### src/rtl/run_len_enc.sv
// Run-length encoder: folds consecutive equal samples into (value, length, last) tokens.
// A single registered token slot drives the output; in_last closes the line.
module run_len_enc #(
  parameter int unsigned DATA_W = 16,
  parameter int unsigned LEN_W  = 12
) (
  input  logic              clk,
  input  logic              rst_n,
  input  logic              in_valid,
  input  logic [DATA_W-1:0] in_data,
  input  logic              in_last,
  output logic              in_ready,
  output logic              out_valid,
  output logic [DATA_W-1:0] out_data,
  output logic [LEN_W-1:0]  out_len,
  output logic              out_last,
  input  logic              out_ready
);

  localparam logic [LEN_W-1:0] MaxLen = '1;
  localparam logic [LEN_W-1:0] OneLen = LEN_W'(1);

  typedef enum logic [1:0] {StIdle, StRun, StFlush} state_e;

  state_e            state_q, state_d;
  logic [DATA_W-1:0] run_val_q, run_val_d;
  logic [LEN_W-1:0]  run_len_q, run_len_d;
  logic              out_valid_q, out_valid_d;
  logic [DATA_W-1:0] out_data_q, out_data_d;
  logic [LEN_W-1:0]  out_len_q, out_len_d;
  logic              out_last_q, out_last_d;

  logic slot_free;
  logic accept;
  logic extend;

  // The slot counts as free when it is empty or its token leaves on this edge.
  assign slot_free = !out_valid_q || out_ready;
  assign in_ready  = rst_n && (state_q != StFlush) && slot_free;
  assign accept    = in_valid && in_ready;
  assign extend    = (in_data == run_val_q) && (run_len_q != MaxLen);

  always_comb begin
    state_d     = state_q;
    run_val_d   = run_val_q;
    run_len_d   = run_len_q;
    out_valid_d = out_valid_q && !out_ready;
    out_data_d  = out_data_q;
    out_len_d   = out_len_q;
    out_last_d  = out_last_q;

    case (state_q)
      StIdle: begin
        if (accept) begin
          if (in_last) begin
            out_valid_d = 1'b1;
            out_data_d  = in_data;
            out_len_d   = OneLen;
            out_last_d  = 1'b1;
          end else begin
            run_val_d = in_data;
            run_len_d = OneLen;
            state_d   = StRun;
          end
        end
      end
      StRun: begin
        if (accept) begin
          if (extend) begin
            if (in_last) begin
              out_valid_d = 1'b1;
              out_data_d  = run_val_q;
              out_len_d   = run_len_q + OneLen;
              out_last_d  = 1'b1;
              run_len_d   = '0;
              state_d     = StIdle;
            end else begin
              run_len_d = run_len_q + OneLen;
            end
          end else begin
            // Value change or saturation: close the old run, start a new one.
            out_valid_d = 1'b1;
            out_data_d  = run_val_q;
            out_len_d   = run_len_q;
            out_last_d  = 1'b0;
            run_val_d   = in_data;
            run_len_d   = OneLen;
            if (in_last) begin
              state_d = StFlush;
            end
          end
        end
      end
      StFlush: begin
        if (slot_free) begin
          out_valid_d = 1'b1;
          out_data_d  = run_val_q;
          out_len_d   = OneLen;
          out_last_d  = 1'b1;
          run_len_d   = '0;
          state_d     = StIdle;
        end
      end
      default: begin
        state_d = StIdle;
      end
    endcase
  end

  always_ff @(posedge clk or negedge rst_n) begin
    if (!rst_n) begin
      state_q     <= StIdle;
      run_val_q   <= '0;
      run_len_q   <= '0;
      out_valid_q <= 1'b0;
      out_data_q  <= '0;
      out_len_q   <= '0;
      out_last_q  <= 1'b0;
    end else begin
      state_q     <= state_d;
      run_val_q   <= run_val_d;
      run_len_q   <= run_len_d;
      out_valid_q <= out_valid_d;
      out_data_q  <= out_data_d;
      out_len_q   <= out_len_d;
      out_last_q  <= out_last_d;
    end
  end

  assign out_valid = out_valid_q;
  assign out_data  = out_data_q;
  assign out_len   = out_len_q;
  assign out_last  = out_last_q;

endmodule

### config.mk
export PLATFORM = sky130hd
export DESIGN_NAME = run_len_enc
export DESIGN_NICKNAME = d
export VERILOG_FILES = /design/src/rtl/run_len_enc.sv
export SDC_FILE = /design/constraint.sdc
export NUM_CORES = 1
export LEC_CHECK = 0
export CORE_MARGIN = 1
export CORE_UTILIZATION = 58
export DETAILED_ROUTE_END_ITERATION = 10
export GPL_TIMING_DRIVEN = 0
export PLACE_DENSITY = 0.85
export RECOVER_POWER = 25
export SLEW_MARGIN = 20
export SYNTH_ARGS = -nofsm -noshare
export SYNTH_HDL_FRONTEND = slang
export SYNTH_SLANG_ARGS = --single-unit
### constraint.sdc
create_clock -name clk -period 6.2 [get_ports clk]
set_input_delay 0.62 -clock clk [delete_from_list [all_inputs] [get_ports clk]]
set_output_delay 0.62 -clock clk [all_outputs]
set_load 0.005 [all_outputs]
# [Word-level counts from Yosys, hierarchy flattened]
# Index checks and enable logic that the tools add are counted.
[op_classes] order_cmp=0 n_mul=0 div=0 eq_ne=13 n_reduce_logical=16 shift=0 mux=46 bitwise_logic=0 n_addsub=1
[ops] op="16-bit 2-to-1 mux" n=10
[ops] op="12-bit 2-to-1 mux" n=12
[ops] op="12-bit case mux with 3 select lines" n=2
[ops] op="16-bit case mux with 3 select lines" n=1
[ops] op="16-bit case mux with 2 select lines" n=1
[ops] op="16-bit equality test" n=1
[ops] op="2-bit != test (second input constant)" n=8
[ops] op="5-bit AND reduction" n=3
[ops] op="2-bit 2-to-1 mux" n=7
[ops] op="12-bit by 1-bit adder with 12-bit output (second input constant)" n=1
[ops] op="12-bit != test (second input constant)" n=1
[ops] op="1-bit 2-to-1 mux" n=10
[ops] op="1-bit case mux with 3 select lines" n=2
[ops] op="2-bit case mux with 3 select lines" n=1
[ops] op="6-bit AND reduction" n=1
[ops] op="1-bit logical AND" n=5
[ops] op="4-bit AND reduction" n=1
[ops] op="3-bit != test (second input constant)" n=1
[ops] op="3-bit nonzero test" n=1
[ops] op="2-bit by 1-bit equality test with 1-bit output (second input constant)" n=1
[ops] op="2-bit equality test (second input constant)" n=1
[ops] op="1-bit logical NOT" n=2
[ops] op="2-bit logical NOT" n=1
[ops] op="2-bit nonzero test" n=1
[ops] op="1-bit logical OR" n=1
[word_totals] inputBits=21 mem_bits_ro=0 memories=0 reg_bits=60 latch_bits=0 word_cells=83 mem_bits_rw=0

# [Logic depth before layout (Yosys ltp)]
[logic_depth] depth_word=6 ltp_mapped=11 depth_no_buf=8

# [Worst setup path after synthesis]
# Ideal clock, no wire load.
[synth_timing] kind="input to register" startpoint="input in_data[7]" endpoint="register run_val_q[10]" t_required_ns=6.073 stages=7 n_path_buf=1 slack_ns=3.862 arrival_time_ns=2.210 path_cell_list="xor2_1 nor4_4 and4_1 and2_4 a211oi_4 buf_6 mux2_1"
[synth_via] elab_chain_len=4
[synth_lines] item="from (decl)" line_no="10" rtl="input logic [DATA_W-1:0] in_data,"
[synth_lines] item="16-bit equality test" line_no="41" rtl="assign extend = (in_data == run_val_q) && (run_len_q != MaxLen);"
[synth_lines] item="1-bit logical AND" line_no="41"
[synth_lines] item="2-bit != test (no line)"
[synth_lines] item="5-bit AND reduction (no line)"
[synth_lines] item="to (signal assigned)" line_no="121" rtl="run_val_q <= run_val_d;"
[synth_lines] item="to (decl)" line_no="26" rtl="logic [DATA_W-1:0] run_val_q, run_val_d;"
# No other way between the ends.
# A chain may end at the register's enable or synchronous reset.

# [Worst setup path in the final report]
[layout_timing] startpoint="input rst_n" endpoint="register run_len_q[3]"
[layout_via] elab_chain_len=5 elab_cells_between_ends=6 cone_classes="2 x eq/ne; 4 x reduce/logical"
[layout_lines] item="from (decl)" line_no="8" rtl="input logic rst_n,"
[layout_lines] item="1-bit logical AND * (2 in a row)" line_no="39" rtl="assign in_ready = rst_n && (state_q != StFlush) && slot_free;"
[layout_lines] item="1-bit logical AND *" line_no="40" rtl="assign accept = in_valid && in_ready;"
[layout_lines] item="2-bit != test (no line)"
[layout_lines] item="5-bit AND reduction (no line) *"
[layout_lines] item="to (signal assigned)" line_no="122" rtl="run_len_q <= run_len_d;"
[layout_lines] item="to (decl)" line_no="27" rtl="logic [LEN_W-1:0] run_len_q, run_len_d;"
# Mark *: on every way between the ends. The rest lies on a longest branch, timed or not.

==> results summary <==
The global placement routability congestion came out at 0.8610. The worst setup slack after layout is 3.050 ns. The number of hold buffers added after CTS is 0. The checks that failed: max-capacitance violations, max-slew violations. In this run, distinct cell masters in the synthesized netlist total 43. The total negative slack came out at 0 ns. The minimum clock period is 3.150 ns.

The kind of launch point of the worst setup path is an input port. The final net count is 411. After clock tree synthesis, the clock-pin slew on the worst setup and hold paths is 0.07 ns. The total via count after detailed routing is 2757. The power density over cell area is 493.3 nW/µm². The total instance count after detailed placement came out at 446. The flow ran to the end, but the final reports show violations. After filler insertion, the fill cell instance count of the layout stands at 386.

IR analysis of the VDD net gives a maximum drop of 0.3313 mV. The required time at the worst-slack endpoint is 6.45 ns. For this block, the initial DRC count from the detailed router was 291. The synthesized design contains 60 register bits.

Compared with the post-synthesis result, the final layout area differs by 25.38%. The number of cells traversed by the worst register-to-register path came out at 10. Setup violations remaining at the end of the flow were counted as 0. The length of the first detailed-routing pass in iterations is 5.

The worst setup path is captured at a flop. The clock latency of the later-clocked register in the worst-skew pair came out at 0.34 ns. The slack of the worst reg-to-reg path came out at 3.45 ns. The number of instances in the synthesized netlist came out at 322.

The H-tree was split into 3 levels. The detail-routed via count per cell is 5.968. The number of antenna diodes in the final layout is 0. For this block, the routed nets add up to 7.758 mm of wire. After legalization and detailed placement, the total HPWL measured 5.242 mm.

The overflow left after global routing is 0. The critical path is of the input port to flop type. Leaving out fill and tap cells, the most frequent cell in the layout is sky130_fd_sc_hd__dfrtp_1. The max-capacitance violation count came out at 1.

Of the available clock period, the critical path in the final layout requires 0.5081. The largest fanout of any net on the critical path came out at 22. The aggregate global-route resource usage is 0.2799. The initial antenna violation count is 0. The post-route cell area came out at 4123 µm². The signal arrival time at the worst endpoint is 3.40 ns. For this run, the register share of the synthesized area comes to 0.4566. The number of remaining DRC errors came out at 0. The total placed instance area is 3906 µm².

The startpoint identified for the worst register-to-register timing path is state_q[0]. TritonCTS built the clock tree. The floorplan step defined a die boundary enclosing 5975 µm². Timing would allow up to 317.4 MHz. The pin count of the biggest net entering global routing is 41. The post-cts repair resize count is 0. The number of flops mapped to enable cells by yosys is 0. The net count of the mapped netlist came out at 348. In this run, CTS created clock tree buffers numbering 9. The actual slew at the worst max-slew pin is 2.107 ns. The tightest slew margin relative to the limit came out at -0.4044. The count of standard-cell rows came out at 27. For this run, the leading register cell type out of synthesis is sky130_fd_sc_hd__dfrtp_1. The final antenna-violating net count came out at 0.

The clock skew after layout is 0.006101 ns. The class of the worst hold path is input port to asynchronous set/reset pin. The proportion of register bits with asynchronous set or reset after synthesis came out at 1.000. After detailed routing, the average wire length per cell comes to 16.79 µm. The buffer type at the clock tree root is sky130_fd_sc_hd__clkbuf_8. The final-report hold violation count came out at 0.

The global-route wire length before repair is 12.82 mm. The area of the mapped netlist is 3288 µm². In this run the critical register-to-register path is captured at run_len_q[3]. In this run the tool buffered the top-level ports with 51 buffer cells. Setup repair after global routing left no endpoint under its margin.

Summed over all cells, the static leakage comes to 1.774 nW. Leaving out fill and tap cells, the most frequent cells in the layout are sky130_fd_sc_hd__dfrtp_1 (60), sky130_fd_sc_hd__clkdlybuf4s50_1 (50), sky130_fd_sc_hd__nand2_1 (36). The setup slack at placement is 3.026 ns. The post-CTS setup buffer count came out at 0. The number of warnings issued by yosys came out at 0. In this run the mean area of a mapped cell was 10.21 µm². The max-slew violation count is 41. The via count of the first global-routing pass is 2599. The total clock sinks came out at 60. The I/O pin total is 52.

The clock tree buffer depth came out at 2. The floorplan step set the die width to 77.30 µm. The vertical extent of the die came out at 77.30 µm. Of the cells placed in the final design, the portion with a size suffix greater than 1 is 0.08462. Excluding fillers, the count of instances in the completed layout stands at 462. The initial cell density of the core is 0.6008. The core region is 5473 µm².
[through the flow]
stage	power [W]	utilization	hold WS, ns
6_report	0.002034	0.7533	0.4769
5_1_grt	0.002158	0.7533	0.5148
3_3_place_gp	0.001573	0.7106	0.4627
2_1_floorplan	0.001255	-	0.3244
4_1_cts	0.002038	0.7570	0.1639
3_5_place_dp	0.001611	0.7138	0.4745
[flip-flops by register name, indices dropped and copies added, names as in the netlist]
signal,cells
out_data,16
run_val_q,16
out_len,12
run_len_q,12
state_q,2
out_last,1
out_valid,1
[worst max-delay path by stage]
stage,from,end,slack (ns)
final,rst_n,run_len_q[3],3.05
after global routing,rst_n,run_len_q[8],2.52
after CTS,in_data[14],run_val_q[3],3.37
after detailed placement,in_data[14],run_val_q[2],3.03
after global placement,rst_n,run_len_q[10],1.03
after floorplan,in_data[7],run_val_q[10],3.86
[power by group]
group,total [W],switching (W),internal [W]
registers,0.000641,0.000103,0.000538
clock network,0.000416,0.000156,0.000260
logic,0.000977,0.000530,0.000447
total,0.00203,0.000788,0.00125
[layer usage]
metal / global-route usage / up-vias / part of all wire
li1: - / 1283 / -
met1: 0.3770 / 1321 / 0.43
met2: 0.4487 / 130 / 0.49
met3: 0.03929 / 23 / 0.061
met4: 0.1245 / 0 / 0.026
met5: 0 / - / 0
[layout make-up]
| type | instances | area, µm² | area share |
|---|---|---|---|
| tap | 72 | 90.09 | 0.02185 |
| inverter | 14 | 52.55 | 0.01275 |
| clock inverter | 3 | 67.56 | 0.01639 |
| clock buffer | 13 | 168.9 | 0.04097 |
| multi-input combinational | 230 | 1642 | 0.3982 |
| buffer | 18 | 92.59 | 0.02246 |
| timing repair buffer | 52 | 508.0 | 0.1232 |
| sequential | 60 | 1501 | 0.3642 |
[cells in the mapped netlist (all sizes together) (5+ instances only)]
cell	number	area, µm²
dfrtp	60	1501
nand2	36	135.1
o21ai	28	140.1
mux2	19	214.0
mux2i	18	180.2
a21oi	17	85.08
xor2	17	148.9
inv	14	52.55
nor2	14	52.55
a31oi	12	75.07
clkbuf	11	41.29
a221oi	8	70.07
buf	7	51.29
nand3	7	35.03
and3	6	37.54
nor3	6	30.03
ha	5	62.56
[worst max-delay path: stages]
cell and delay [ns]:
sky130_fd_sc_hd__clkbuf_1 0.81, sky130_fd_sc_hd__nor2b_2 0.38, sky130_fd_sc_hd__nand3_1 0.21, sky130_fd_sc_hd__o22ai_1 0.27
sky130_fd_sc_hd__nor4b_4 0.58, sky130_fd_sc_hd__buf_6 0.23, sky130_fd_sc_hd__nand2_1 0.09, sky130_fd_sc_hd__a31oi_1 0.20
[cells by family (layout without fill, tap and decap cells)]
kind of cell / count (synthesis) / after routing / synth area share
adder cells (fa/ha/maj): 5 / 5 / 0.01903
AO/OA/AOI/OAI: 79 / 79 / 0.1499
flip-flops: 60 / 60 / 0.4566
multiplexers: 37 / 37 / 0.1199
AND/OR/NAND/NOR: 91 / 91 / 0.1625
buffers and inverters: 32 / 100 / 0.04414
XOR/XNOR: 18 / 18 / 0.04794
Note: power is estimated with default switching activity, not from simulation.
